## src/rtl/bq_ctrl.sv

```systemverilog
// -----------------------------------------------------------------------------
// bq_ctrl -- Wishbone control block for a biquad filter datapath.
//
// Holds the sample-rate divider, a shadow/active coefficient pair, the sample
// sequencing FSM and the status/interrupt logic.  The datapath itself lives
// outside: this block hands it a latched sample plus a start pulse and
// collects the result.
//
// Ports
//   wb_clk_i, wb_rst_i   clock, synchronous active-high reset
//   wb_cyc_i, wb_stb_i,  Wishbone slave: single-cycle-latency ack, registered
//   wb_we_i, wb_adr_i,   read data, full-word access (wb_sel_i ignored)
//   wb_dat_i, wb_sel_i,
//   wb_ack_o, wb_dat_o
//   x_i / x_o            sample source / sample latched on each start pulse
//   smp_stb_o            one-cycle start pulse to the datapath
//   bq_done_i / y_i      datapath result strobe and value
//   y_o                  last captured result
//   coef_o               active coefficients {a2,a1,b2,b1,b0}, b0 in LSBs
//   irq_o                registered IRQ_EN & (DONE | OVR)
// -----------------------------------------------------------------------------
module bq_ctrl #(
    parameter logic [31:0] BASE_ADR = 32'h3000_0000,
    parameter int          DW       = 12,
    parameter int          CW       = 16
) (
    input  logic            wb_clk_i,
    input  logic            wb_rst_i,
    input  logic            wb_cyc_i,
    input  logic            wb_stb_i,
    input  logic            wb_we_i,
    input  logic [31:0]     wb_adr_i,
    input  logic [31:0]     wb_dat_i,
    input  logic [3:0]      wb_sel_i,
    output logic            wb_ack_o,
    output logic [31:0]     wb_dat_o,
    input  logic [DW-1:0]   x_i,
    output logic [DW-1:0]   x_o,
    output logic            smp_stb_o,
    input  logic            bq_done_i,
    input  logic [DW-1:0]   y_i,
    output logic [DW-1:0]   y_o,
    output logic [5*CW-1:0] coef_o,
    output logic            irq_o
);

    typedef enum logic [1:0] {
        S_IDLE  = 2'd0,
        S_ARMED = 2'd1,
        S_RUN   = 2'd2
    } state_e;

    // Word offsets (byte offset >> 2)
    localparam logic [5:0] W_CTRL   = 6'h00;
    localparam logic [5:0] W_DIV    = 6'h01;
    localparam logic [5:0] W_STATUS = 6'h02;
    localparam logic [5:0] W_Y      = 6'h03;
    localparam logic [5:0] W_CNT    = 6'h09;

    state_e                 state_q, state_d;
    logic                   en_q, en_d;
    logic                   irq_en_q, irq_en_d;
    logic                   pend_q, pend_d;
    logic [15:0]            div_q, div_d;
    logic [15:0]            div_cnt_q, div_cnt_d;
    logic [31:0]            cnt_q, cnt_d;
    logic                   ovr_q, ovr_d;
    logic                   done_q, done_d;
    logic [4:0][CW-1:0]     shadow_q, shadow_d;
    logic [4:0][CW-1:0]     coef_q, coef_d;
    logic [DW-1:0]          x_q, x_d;
    logic [DW-1:0]          y_q, y_d;
    logic                   stb_q, stb_d;
    logic                   ack_q, ack_d;
    logic [31:0]            dat_q, dat_d;
    logic                   irq_q, irq_d;

    logic                   sel;
    logic                   bus_wr;
    logic                   tick;
    logic [5:0]             word;
    logic [2:0]             sh_idx;
    logic [31:0]            rdata;
    logic                   commit_wr, commit_now;
    logic                   ovr_set, ovr_clr, done_set, done_clr;

    // Byte lanes and the unused upper/lower address and data bits are
    // deliberately ignored.
    logic unused_bits;
    assign unused_bits = ^{wb_sel_i, wb_adr_i[1:0], wb_dat_i[31:16]};

    // Masking with !ack_q keeps a still-asserted strobe from being taken twice.
    assign sel    = wb_cyc_i & wb_stb_i & (wb_adr_i[31:8] == BASE_ADR[31:8]) & ~ack_q;
    assign bus_wr = sel & wb_we_i;
    assign word   = wb_adr_i[7:2];
    assign sh_idx = word[2:0] - 3'd4;   // 0x10..0x20 -> shadow 0..4
    assign tick   = en_q & (div_cnt_q == div_q);

    always_comb begin
        // NOTE: every signal assigned here gets a default first; a path that
        // left one unassigned would infer a latch.
        state_d    = state_q;
        en_d       = en_q;
        irq_en_d   = irq_en_q;
        div_d      = div_q;
        cnt_d      = cnt_q;
        shadow_d   = shadow_q;
        coef_d     = coef_q;
        x_d        = x_q;
        y_d        = y_q;
        stb_d      = 1'b0;
        rdata      = '0;
        commit_wr  = 1'b0;
        commit_now = 1'b0;
        ovr_set    = 1'b0;
        ovr_clr    = 1'b0;
        done_set   = 1'b0;
        done_clr   = 1'b0;

        // Divider: 0..DIV while enabled, parked at 0 otherwise.
        if (!en_q || tick) begin
            div_cnt_d = '0;
        end else begin
            div_cnt_d = div_cnt_q + 16'd1;
        end

        unique case (word)
            W_CTRL:   rdata = {29'd0, irq_en_q, pend_q, en_q};
            W_DIV:    rdata = {16'd0, div_q};
            W_STATUS: rdata = {28'd0, done_q, ovr_q, (state_q == S_RUN), pend_q};
            W_Y:      rdata = 32'($signed(y_q));
            6'h04, 6'h05, 6'h06, 6'h07, 6'h08:
                      rdata = 32'(shadow_q[sh_idx]);
            W_CNT:    rdata = cnt_q;
            default:  rdata = '0;
        endcase

        if (bus_wr) begin
            unique case (word)
                W_CTRL: begin
                    en_d      = wb_dat_i[0];
                    irq_en_d  = wb_dat_i[2];
                    commit_wr = wb_dat_i[1];
                end
                W_DIV:    div_d = wb_dat_i[15:0];
                W_STATUS: begin
                    ovr_clr  = wb_dat_i[2];
                    done_clr = wb_dat_i[3];
                end
                6'h04, 6'h05, 6'h06, 6'h07, 6'h08:
                          shadow_d[sh_idx] = wb_dat_i[CW-1:0];
                default: ;
            endcase
        end

        unique case (state_q)
            S_IDLE: begin
                if (en_q) state_d = S_ARMED;
            end
            S_ARMED: begin
                if (!en_q) begin
                    state_d = S_IDLE;
                end else if (tick) begin
                    state_d = S_RUN;
                    stb_d   = 1'b1;
                    x_d     = x_i;
                    if (pend_q) begin
                        // Copies the pre-write shadow if a bus write lands now.
                        coef_d     = shadow_q;
                        commit_now = 1'b1;
                    end
                end
            end
            S_RUN: begin
                // A tick here has no sample slot: flag overrun, stay in RUN.
                if (tick) ovr_set = 1'b1;
                if (bq_done_i) begin
                    y_d      = y_i;
                    cnt_d    = cnt_q + 32'd1;
                    done_set = 1'b1;
                    state_d  = en_q ? S_ARMED : S_IDLE;
                end
            end
            default: state_d = S_IDLE;
        endcase

        // Hardware set beats a same-cycle bus clear; a COMMIT write beats a
        // same-cycle hardware commit.
        pend_d = (pend_q & ~commit_now) | commit_wr;
        ovr_d  = (ovr_q & ~ovr_clr) | ovr_set;
        done_d = (done_q & ~done_clr) | done_set;

        ack_d = sel;
        dat_d = (sel && !wb_we_i) ? rdata : '0;
        irq_d = irq_en_q & (done_q | ovr_q);
    end

    // NOTE: sequential state uses non-blocking assignments so every register
    // samples the pre-edge values regardless of statement order.
    always_ff @(posedge wb_clk_i) begin
        if (wb_rst_i) begin
            state_q   <= S_IDLE;
            en_q      <= 1'b0;
            irq_en_q  <= 1'b0;
            pend_q    <= 1'b0;
            div_q     <= '0;
            div_cnt_q <= '0;
            cnt_q     <= '0;
            ovr_q     <= 1'b0;
            done_q    <= 1'b0;
            // NOTE: the shadow and coefficient arrays are plain flops and are
            // reset so the datapath never sees undefined coefficients.
            shadow_q  <= '0;
            coef_q    <= '0;
            x_q       <= '0;
            y_q       <= '0;
            stb_q     <= 1'b0;
            ack_q     <= 1'b0;
            dat_q     <= '0;
            irq_q     <= 1'b0;
        end else begin
            state_q   <= state_d;
            en_q      <= en_d;
            irq_en_q  <= irq_en_d;
            pend_q    <= pend_d;
            div_q     <= div_d;
            div_cnt_q <= div_cnt_d;
            cnt_q     <= cnt_d;
            ovr_q     <= ovr_d;
            done_q    <= done_d;
            shadow_q  <= shadow_d;
            coef_q    <= coef_d;
            x_q       <= x_d;
            y_q       <= y_d;
            stb_q     <= stb_d;
            ack_q     <= ack_d;
            dat_q     <= dat_d;
            irq_q     <= irq_d;
        end
    end

    assign wb_ack_o  = ack_q;
    assign wb_dat_o  = dat_q;
    assign x_o       = x_q;
    assign smp_stb_o = stb_q;
    assign y_o       = y_q;
    assign coef_o    = coef_q;
    assign irq_o     = irq_q;

endmodule
```

## config.mk

```make
export PLATFORM = sky130hd
export DESIGN_NAME = bq_ctrl
export DESIGN_NICKNAME = d
export VERILOG_FILES = /design/src/rtl/bq_ctrl.sv
export SDC_FILE = /design/constraint.sdc
export NUM_CORES = 1
export LEC_CHECK = 0
export CORE_MARGIN = 5
export CORE_UTILIZATION = 40
export DETAILED_ROUTE_END_ITERATION = 7
export PLACE_DENSITY = 0.63
export SLEW_MARGIN = 0
export SYNTH_ARGS = -nofsm -noshare
export SYNTH_HDL_FRONTEND = slang
export SYNTH_SLANG_ARGS = --single-unit
```

## constraint.sdc

```tcl
create_clock -name wb_clk_i -period 2.9 [get_ports wb_clk_i]
set_clock_uncertainty 0.1 [all_clocks]
set_input_delay 0.435 -clock wb_clk_i [delete_from_list [all_inputs] [get_ports wb_clk_i]]
set_output_delay 0.435 -clock wb_clk_i [all_outputs]
set_load 0.02 [all_outputs]
```

# Yosys cells after proc, flatten, opt, wreduce, memory -nomap -nowiden
# Cells that the tools add are included.
[word_totals]
romBits = 0
elab_cells = 110
latchBits = 0
n_memories = 0
inputBits = 98
register_bits = 290
out_inout_bits = 139
mem_bits_rw = 0
[classes]
mux = 26
n_eq_ne = 16
n_shift = 0
order_cmp = 2
bitwise = 20
addsub = 3
n_div = 0
multipliers = 0
reduce_logical = 18
[ops]
columns = ["operator", "n"]
rows = [
  ["case mux 32 bit (6 select lines)", 1],
  ["bitwise mux 80 bit", 1],
  ["binary-select mux 16 bit (select 3 bit)", 1],
  ["demux 16 bit (select 3 bit)", 1],
  ["adder 32 x 1 -> 32 bit (second input constant)", 1],
  ["two-way mux 16 bit", 2],
  ["== test 24 x 22 -> 1 bit (second input constant)", 1],
  ["== test 6 x 3 -> 1 bit (second input constant)", 4],
  ["adder 16 x 1 -> 16 bit (second input constant)", 1],
  ["== test 16 bit", 1],
  ["two-way mux 1 bit", 15],
  ["== test 6 x 2 -> 1 bit (second input constant)", 2],
  ["== test 6 x 4 -> 1 bit (second input constant)", 2],
  ["bitwise AND 1 bit", 9],
  ["two-way mux 2 bit", 4],
  ["AND reduction 2 bit", 4],
  ["NOT 1 bit", 7],
  ["== test 6 x 1 -> 1 bit (second input constant)", 1],
  ["logical NOT 6 bit", 1],
  ["case mux 2 bit (3 select lines)", 1],
  ["AND reduction 3 bit", 2],
  ["OR reduction 5 bit", 1],
  ["< comparator 3 x 4 -> 1 bit (second input constant)", 1],
  ["!= test 2 bit (second input constant)", 2],
  ["13 further kinds", 19],
]

# Depth between registers and ports, before layout
# Gate-level depths: netlist (run 1).
[logic_depth]
depth_word = 8
ltp_mapped = 8
mapped_depth_nobuf = 6

# Worst setup path before layout (run 1)
# OpenSTA, ideal clock, no wires.
[synth_timing]
path_type = "input to register"
startpoint = "input port wb_adr_i[8]"
endpoint = "register shadow_q[33] in the netlist's numbering"
setup_ns = 0.072
arrival_ns = 2.221
t_required_ns = 2.728
path_buffers = 2
setup_slack_ns = 0.507
stages = 7
cell_sequence = "nor4_2 > nand4_2 > or2_1 > buf_6 > nor4_4 > buf_6 > mux2i_1"
[synth_between]
elab_chain_len = 5
[synth_rtl]
columns = ["item", "line_no", "text"]
rows = [
  ["from (decl)", "32", "input logic [31:0] wb_adr_i,"],
  ["== test 24 x 22 -> 1 bit", "93", "assign sel = wb_cyc_i & wb_stb_i & (wb_adr_i[31:8] == BASE_ADR[31:8]) & ~ack_q;"],
  ["bitwise AND 1 bit (2 in series)", "93", ""],
  ["bitwise AND 1 bit", "94", "assign bus_wr = sel & wb_we_i;"],
  ["AND reduction 2 bit (no line)", "--", ""],
  ["to (signal assigned)", "231", "shadow_q <= shadow_d;"],
  ["to (decl)", "69", "logic [4:0][CW-1:0] shadow_q, shadow_d;"],
]
# Every way passes these cells.
# A chain may end at the register's enable or synchronous reset.

# Worst setup path in the final report (run 1)
[layout_timing]
startpoint = "register div_q[15]"
endpoint = "register x_q[9], in the netlist x_o[9]"
[layout_between]
elab_chain_len = 3
[layout_rtl]
columns = ["item", "line_no", "text"]
rows = [
  ["from (decl)", "64", "logic [15:0] div_q, div_d;"],
  ["from (signal assigned)", "226", "div_q <= div_d;"],
  ["== test 16 bit", "97", "assign tick = en_q & (div_cnt_q == div_q);"],
  ["bitwise AND 1 bit", "97", ""],
  ["AND reduction 3 bit (no line)", "--", ""],
  ["to (signal assigned)", "215", "x_q <= '0;"],
  ["to (signal assigned)", "233", "x_q <= x_d;"],
  ["to (decl)", "71", "logic [DW-1:0] x_q, x_d;"],
]
# Every way passes these cells.

==> summary.md, run 1 <==
| Metric | Value |
|---|---|
| Outcome | `finished, final reports clean` |
| Die area | `34400 sq um` |
| Slew headroom | `50.2%` |
| Hold crit path type | `input port to register` |
| Seq cells post-synth | `290` |
| HP Start | `y_i[5]` |
| R2r endpoint | `x_o[9]$_SDFFE_PP0P_` |
| Met1 usage | `30.0%` |
| Ys Warns | `0` |
| Post-CTS Setup Inserts | `0` |
| Final period util | `88.2%` |
| Post-CTS Resized | `0` |
| Switching part of the total | `21.1%` |
| Top cell type's share of synthesized area | `47.2%` |
| Largest net degree at the start of global routing | `162` |
| Standard-cell rows | `64` |
| GRT met2 Usage | `35.4%` |
| Area leader, netlist | `dfxtp_1` |
| Seq/Total Area, Yosys | `47.2%` |
| Mapped Area | `12300 sq um` |
| Fillers | `2834` |
| Max Freq | `0.391 GHz` |
| Crit path kind | `register to register` |
| Internal power | `0.00658 W` |
| Combinational share of power | `3.9%` |
| Die W | `185 microns` |
| I/O Buffers | `214` |
| CP max FO | `16` |
| Syn_nets | `1464` |
| Clock share of power | `48.3%` |
| Syn Area/Cell | `9.02 sq um` |
| Worst skew pair latency | `0.56 ns` |
| WHS Endpoint | `y_o[5]$_SDFFE_PP0P_` |
| Hold path cells | `3` |
| DR pass1 iterations | `8` |
| Fin crit period | `2.56 ns` |
| Register-to-Register Path Depth | `5` |
| Antenna Cells | `0` |
| CTS tree | `done` |
| Worst setup SP type | `register` |
| CP startpoint | `div_q[15]$_SDFFE_PP0P_` |
| Clk buf depth | `3` |
| Most frequent cell after synthesis | `dfxtp_1` |
| Pins Over Slew Limit | `0` |
| Slew @ Worst Pin | `0.740 ns` |
| First-pass GRT wire length | `59100 microns` |
| Hold Violations, Final | `0` |
| Crit path DAT | `2.94 ns` |
| Clk root buf | `clkbuf_16` |
| Residual DRC count | `0` |
| Starting Density | `40.3%` |
| Final #Nets | `1639` |
| EDFF count, synth | `0` |
| GRT met3 Usage | `3.08%` |
| Core Area | `30500 sq um` |
| Syn Inst Count | `1364` |
| Total grt overflow | `0` |
| CP endpoint kind | `register` |
| Pwr/cell area | `521 nW/um^2` |
| Netlist cell types | `53` |
| WL/cell | `19.8 microns` |
| Dominant cells by area after synthesis | `dfxtp_1, mux2i_1, a21oi_1, nand2_1, nand4_1` |
| Total Routed Length | `38700 microns` |
| DRT iter0 DRCs | `1233` |
| Via count | `10800` |
| Total negative slack | `0 ns` |
| RSZ-0062 raised after global routing | `no` |
| IO Count | `237` |
| Die Height | `185 microns` |
| Initial antenna violation count | `0` |
| Worst-path clk slew | `0.06 ns` |
| Lkg Pwr | `5.25 nW` |
| CTS Buf Count | `31` |
| Commonest cells post-synth | `dfxtp_1, nand2_1, a21oi_1` |
| VDD IR max | `414 uV` |
| Most used DFF post-synth | `dfxtp_1` |
| CTS Hold Bufs | `0` |
| Area Growth Syn to Fin | `29.9%` |
| Vias in the first global route | `10300` |
| Placer Congestion | `0.880` |
| Clock Sinks | `290` |
| Final setup violation count | `0` |
| H-tree levels | `1` |
| Max cap viols | `0` |
| NetSw | `0.00176 W` |
| Power share of the sequential group | `47.8%` |
| Post-DRT Antenna Nets | `0` |
| Ys async rst share | `0%` |
| Vias per cell | `5.52` |
| Post-DP HPWL | `27400 microns` |
| Tot Pwr | `0.00833 W` |
| Most used routing layer | `met2` |
| Critical Path RT | `3.28 ns` |
| Total Routing Usage GR | `21.6%` |
| Setup slack, reg-to-reg | `0.34 ns` |
| Layout cells sized above 1 | `8.72%` |
| Reg-to-Reg Start | `div_q[15]$_SDFFE_PP0P_` |
==> kinds of logic after synthesis <==
logic type | synth area share, %
xor gates and xnor gates | 4.20
and+or+nand+nor | 19.2
adders and majority gates | 0.203
buffers and inverters | 4.31
DFF | 47.2
AOI/OAI and AO/OA | 13.8
muxes | 11.1
==> worst max-delay path by stage <==
stage | endpoint | depth (start not counted) | slack [ns]
2_1_floorplan | shadow_q[33]$_SDFFE_PP0P_ | 7 | 0.51
4_1_cts | x_o[9]$_SDFFE_PP0P_ | 5 | 0.38
6_report | x_o[9]$_SDFFE_PP0P_ | 5 | 0.34
3_5_place_dp | shadow_q[35]$_SDFFE_PP0P_ | 7 | 0.09
5_1_grt | pend_q$_SDFF_PP0_ | 5 | 0.17
3_3_place_gp | wb_dat_o[10]$_SDFF_PP0_ | 8 | 0.17
==> power by group through the flow <==
stage               registers [W]  logic (W)  clock network, W
floorplan                 0.00407   0.000133                 0
global placement          0.00407   0.000320                 0
finish                    0.00398   0.000325           0.00402
CTS                       0.00398   0.000324           0.00409
global route              0.00398   0.000345           0.00428
detailed placement        0.00407   0.000322                 0
==> through the flow <==
| step | setup WS [ns] | std cells | cell area [sq um] | utilization, % | hold slack [ns] |
|---|---|---|---|---|---|
| 3_5_place_dp | 0.0908 | 1902 | 15000 | 49.0 | 0.365 |
| 4_1_cts | 0.376 | 1955 | 16000 | 52.4 | 0.318 |
| 6_report | 0.342 | 1955 | 16000 | 52.4 | 0.332 |
| 3_3_place_gp | 0.167 | 1902 | 15000 | 49.0 | 0.359 |
| 5_1_grt | 0.171 | 1955 | 16000 | 52.4 | 0.343 |
| 2_1_floorplan | 0.507 | 1364 | 12300 | - | 0.336 |
==> registers in the layout, summed over array words and instances, names as in the netlist <==
name	cells
cnt_q	32
coef_o	80
div_cnt_q	16
div_q	16
done_q	1
en_q	1
irq_en_q	1
irq_o	1
ovr_q	1
pend_q	1
shadow_q	80
smp_stb_o	1
state_q	2
wb_ack_o	1
wb_dat_o	32
x_o	12
y_o	12
==> area by class of cell <==
cell class / count / area [sq um] / area share [%]
sequential: 290 / 5810 / 36.3
inverter: 9 / 33.8 / 0.211
timing repair buffer: 258 / 2640 / 16.5
multi-input combinational: 949 / 5980 / 37.4
clock buffer: 46 / 892 / 5.58
tap: 396 / 495 / 3.10
clock inverter: 7 / 135 / 0.846
==> metal layers <==
| metal | part of all wire, % | vias up |
|---|---|---|
| met3 | 6.4 | 62 |
| met4 | 2.5 | 0 |
| li1 | - | 5223 |
| met5 | 0 | - |
| met2 | 47 | 369 |
| met1 | 44 | 5135 |
==> critical path, stage by stage (launching register included) <==
cell and delay (ns):
dfxtp_1 0.37, xor2_1 0.19, nor4_1 0.40, and4_2 0.63, and2_1 0.57, a31o_2 0.24
==> placed cells by master (no fill, tap or decap), types with 31 or more instances in the layout <==
| cell | instances |
|---|---|
| dfxtp_1 | 289 |
| clkdlybuf4s50_1 | 212 |
| nand2_1 | 173 |
| a21oi_1 | 134 |
| mux2i_1 | 115 |
| o21ai_0 | 106 |
| nand4_1 | 95 |
| nor2_1 | 95 |
| xor2_1 | 40 |
| clkbuf_16 | 31 |
| buf_4 | 31 |
No activity file was read; power rests on OpenSTA's default activity.
==> run 2: changes to the inputs <==
--- a/config.mk
+++ b/config.mk
@@ -5,8 +5,9 @@
 export SDC_FILE = /design/constraint.sdc
 export NUM_CORES = 1
 export LEC_CHECK = 0
-export CORE_MARGIN = 5
+export CORE_MARGIN = 1.5
 export CORE_UTILIZATION = 40
+export CTS_CLUSTER_SIZE = 10
 export DETAILED_ROUTE_END_ITERATION = 7
 export PLACE_DENSITY = 0.63
 export SLEW_MARGIN = 0
==> summary.md, run 2 (synthesis results as in run 1) <==
| Metric | Value |
|---|---|
| Area Growth Syn to Fin | `28.9%` |
| Slew @ Worst Pin | `1.04 ns` |
| WL/cell | `19.4 microns` |
| Max Freq | `0.396 GHz` |
| Post-DP HPWL | `26800 microns` |
| Total negative slack | `0 ns` |
| Post-CTS Resized | `0` |
| Total Routed Length | `37700 microns` |
| Hold slack | `0.118 ns` |
| CTS tree | `done` |
| Slowest CP cell | `and4_2` |
| Clock Sinks | `290` |
| Pwr/cell area | `515 nW/um^2` |
| Dpl cells | `1898` |
| Delay-heaviest family, CP | `simple AND/OR/NAND/NOR gates` |
| Final #Nets | `1639` |
| Vias in the first global route | `10300` |
| Total grt overflow | `0` |
| CTS Hold Bufs | `0` |
| Post-CTS Setup Inserts | `0` |
| Register area | `5810 sq um` |
| Vias per cell | `5.59` |
| Max cap viols | `0` |
| Critical Path RT | `3.24 ns` |
| Crit path buffers/inverters | `0` |
| Outcome | `finished, violations left` |
| Post-DRT Antenna Nets | `0` |
| Fillers | `2793` |
| CP max FO | `15` |
| Hold Violations, Final | `0` |
| First-pass GRT wire length | `57800 microns` |
| VDD IR max | `374 uV` |
| Critical Path Max Stage Delay | `0.59 ns` |
| Standard-cell rows | `64` |
| Final period util | `87.2%` |
| CP endpoint kind | `register` |
| Crit path kind | `register to register` |
| Lkg Pwr | `5.20 nW` |
| Starting Density | `40.4%` |
| Antenna Cells | `0` |
| Initial antenna violation count | `0` |
| Die area | `31800 sq um` |
| Residual DRC count | `3` |
| Core Area | `30400 sq um` |
| Hold crit path type | `input port to register` |
| RSZ-0062 raised after global routing | `no` |
| Clk root buf | `clkbuf_16` |
| Worst setup SP type | `register` |
| H-tree levels | `2` |
| Placer Congestion | `0.888` |
| IO Count | `237` |
| DR pass1 iterations | `8` |
| Worst skew pair latency | `0.50 ns` |
| Slew headroom | `30.6%` |
| I/O Buffers | `214` |
| Commonest non-fill, non-tap cell in the layout | `dfxtp_1` |
| Die W | `178 microns` |
| Via count | `10800` |
| Layout cells sized above 1 | `8.28%` |
| Total Routing Usage GR | `23.3%` |
| Tot Pwr | `0.00817 W` |
| Worst-path clk slew | `0.05 ns` |
| Util after Layout | `52.1%` |
| Crit path cell chain | `xor2_1 > nor4_1 > and4_2 > and2_1 > a31o_2` |
| Clk buf depth | `3` |
| Fin crit period | `2.53 ns` |
| CTS Buf Count | `35` |
| Final setup violation count | `0` |
| Failing checks | `DRC` |
| Die Height | `178 microns` |
| Most frequent cells in the layout | `dfxtp_1, clkdlybuf4s50_1, nand2_1` |
| Non-filler cells, final | `1941` |
| Pins Over Slew Limit | `0` |
| DRT iter0 DRCs | `786` |
| Multi-input gate area | `5980 sq um` |
| Largest net degree at the start of global routing | `105` |
| Crit path DAT | `2.86 ns` |
## run 2: cell types whose count changed in the layout (fill, tap and decap cells not counted)
cell	previous run	this run
buf_12	14	11
bufinv_16	4	0
clkinv_2	3	1
clkbuf_1	9	3
clkbuf_16	31	37
buf_4	31	30
clkbuf_8	6	2
## run 2: area by class of cell
| type | count | share of cell area, % |
|---|---|---|
| Clock buffer | 42 | 6.08 |
| Inverter | 9 | 0.213 |
| Sequential cell | 290 | 36.6 |
| Timing Repair Buffer | 254 | 16.2 |
| Clock inverter | 1 | 0.0316 |
| Multi-Input combinational cell | 949 | 37.7 |
| Tap cell | 396 | 3.12 |
## run 2: power breakdown
part,internal [W],leakage [nW],switching [W],total [W]
clock,0.00231,0.478,0.00156,0.00387
sequential,0.00399,2.33,0.000000000000443,0.00399
combinational,0.000134,2.39,0.000184,0.000318
## run 2: final timing paths
check	start	slack, ns	cells after the start	end
min	wb_rst_i	0.12	2	coef_o[52]$_SDFFE_PP0P_
min reg2reg	coef_o[13]$_SDFFE_PP0P_	0.37	2	coef_o[13]$_SDFFE_PP0P_
max reg2reg	div_q[6]$_SDFFE_PP0P_	0.37	5	x_o[11]$_SDFFE_PP0P_
max	div_q[6]$_SDFFE_PP0P_	0.37	5	x_o[11]$_SDFFE_PP0P_
## run 2: per-layer routing
layer  GRT usage, %  share of wire [%]
met5              0                  0
met4           5.97                2.3
met3           3.99                6.8
met2           39.3                 47
met1           30.8                 44
## run 2: stage by stage
| stage | setup slack, ns | cell area, sq um |
|---|---|---|
| 2_1_floorplan | 0.507 | 12300 |
| 3_3_place_gp | 0.156 | 14900 |
| 3_5_place_dp | 0.102 | 14900 |
| 4_1_cts | 0.370 | 15900 |
| 5_1_grt | 0.266 | 15900 |
| 6_report | 0.372 | 15900 |
==> run 3: changes to the inputs <==
--- a/config.mk
+++ b/config.mk
@@ -10,6 +10,7 @@
 export CTS_CLUSTER_SIZE = 10
 export DETAILED_ROUTE_END_ITERATION = 7
 export PLACE_DENSITY = 0.63
+export SKIP_LAST_GASP = 1
 export SLEW_MARGIN = 0
 export SYNTH_ARGS = -nofsm -noshare
 export SYNTH_HDL_FRONTEND = slang
==> constraint.sdc (replaced) <==
create_clock -name wb_clk_i -period 3.15 [get_ports wb_clk_i]
set_clock_uncertainty 0.1 [all_clocks]
set_input_delay 0.4725 -clock wb_clk_i [delete_from_list [all_inputs] [get_ports wb_clk_i]]
set_output_delay 0.4725 -clock wb_clk_i [all_outputs]
set_load 0.02 [all_outputs]
==> summary.md, run 3 (synthesis results as in run 1) <==
| Metric | Value |
|---|---|
| Outcome | `finished, final reports clean` |
| Via count | `10700` |
| First-pass GRT wire length | `57500 microns` |
| Slew @ Worst Pin | `0.902 ns` |
| Hold crit path type | `input port to register` |
| Die Height | `178 microns` |
| CTS Hold Bufs | `0` |
| Crit path buffers/inverters | `2` |
| Total negative slack | `0 ns` |
| CTS Buf Count | `35` |
| Max Freq | `0.404 GHz` |
| H-tree levels | `2` |
| Critical Path Max Stage Delay | `0.62 ns` |
| Most frequent cells in the layout | `dfxtp_1, clkdlybuf4s50_1, nand2_1` |
| Worst-path clk slew | `0.06 ns` |
| Fin crit period | `2.47 ns` |
| CP max FO | `54` |
| Lkg Pwr | `5.20 nW` |
| Die W | `178 microns` |
| Core Area | `30400 sq um` |
| Pwr/cell area | `475 nW/um^2` |
| Final setup violation count | `0` |
| Die area | `31800 sq um` |
| Total grt overflow | `0` |
| WL/cell | `19.4 microns` |
| DR pass1 iterations | `5` |
| Post-DP HPWL | `26700 microns` |
| VDD IR max | `397 uV` |
| Post-DRT Antenna Nets | `0` |
| Delay-heaviest family, CP | `simple AND/OR/NAND/NOR gates` |
| Pins Over Slew Limit | `0` |
| Crit path kind | `register to register` |
| Post-CTS Setup Inserts | `0` |
| DRT iter0 DRCs | `792` |
| Clk root buf | `clkbuf_16` |
| Starting Density | `40.4%` |
| Largest net degree at the start of global routing | `83` |
| Fillers | `2838` |
| Slew headroom | `39.9%` |
| Final #Nets | `1641` |
| Hold Violations, Final | `0` |
| Residual DRC count | `0` |
| Critical Path RT | `3.50 ns` |
| Area Growth Syn to Fin | `28.9%` |
| Total Routed Length | `37800 microns` |
| Clock Sinks | `290` |
| CP endpoint kind | `register` |
| Vias per cell | `5.50` |
| Worst skew pair latency | `0.52 ns` |
| Initial antenna violation count | `1` |
| Standard-cell rows | `64` |
| Post-CTS Resized | `0` |
| Total Routing Usage GR | `23.3%` |
| Final period util | `78.6%` |
| Slowest CP cell | `and4_2` |
| Commonest non-fill, non-tap cell in the layout | `dfxtp_1` |
| Crit path cell chain | `xor2_1 > nor4_1 > and4_2 > buf_12 > buf_4 > nand4_1 > a21oi_1` |
| RSZ-0062 raised after global routing | `no` |
| Worst setup SP type | `register` |
| Placer Congestion | `0.903` |
| I/O Buffers | `214` |
| Layout cells sized above 1 | `8.39%` |
| Crit path DAT | `2.82 ns` |
| Vias in the first global route | `10100` |
| Util after Layout | `52.1%` |
| Clk buf depth | `3` |
| Antenna Cells | `0` |
| Max cap viols | `0` |
| IO Count | `237` |
| CTS tree | `done` |
==> run 3: worst paths after layout <==
path,slack (ns),start,cells after the start,end
worst max register to register,0.68,div_q[5]$_SDFFE_PP0P_,7,coef_o[20]$_SDFFE_PP0P_
worst max-delay path,0.68,div_q[5]$_SDFFE_PP0P_,7,coef_o[20]$_SDFFE_PP0P_
worst min-delay path,0.31,wb_rst_i,4,irq_en_q$_SDFFE_PP0P_
worst min register to register,0.37,coef_o[31]$_SDFFE_PP0P_,2,coef_o[31]$_SDFFE_PP0P_
==> run 3: layout make-up <==
type | instances | area (sq um) | area share [%]
tap | 396 | 495 | 3.13
sequential | 290 | 5810 | 36.6
clock inverter | 2 | 25.0 | 0.158
multi-input combinational | 949 | 5980 | 37.7
inverter | 9 | 33.8 | 0.213
timing repair buffer | 256 | 2560 | 16.2
clock buffer | 44 | 951 | 6.00
==> run 3: report_power, final <==
group	total (W)	switching (W)	internal, W	leakage (nW)
registers	0.00367	0.000000000000428	0.00367	2.33
clock network	0.00357	0.00147	0.00210	0.477
logic	0.000295	0.000172	0.000123	2.39
total	0.00754	0.00165	0.00589	5.20
==> run 3: through the flow <==
stage / cells / area [sq um] / setup WS [ns] / hold slack (ns) / power (W)
floorplan: 1364 / 12300 / 0.720 / 0.336 / 0.00387
global placement: 1900 / 14900 / 0.231 / 0.361 / 0.00404
detailed placement: 1900 / 14900 / 0.198 / 0.363 / 0.00404
CTS: 1946 / 15900 / 0.627 / 0.282 / 0.00759
global route: 1946 / 15900 / 0.452 / 0.328 / 0.00776
finish: 1946 / 15900 / 0.675 / 0.312 / 0.00754
==> run 3: worst register-to-register path, stage by stage (launching register included) <==
cell,delay [ns]
dfxtp_1,0.36
xor2_1,0.17
nor4_1,0.37
and4_2,0.62
buf_12,0.31
buf_4,0.20
nand4_1,0.12
a21oi_1,0.17
==> run 3: routing by layer <==
layer  global-route usage, %  wire length, microns  up-vias
met3                    4.71                  2480       50
met1                    31.2                 17100     5111
li1                        -                     -     5216
met2                    38.1                 17400      328
met5                       0                     0        -
met4                    6.04                   855        0
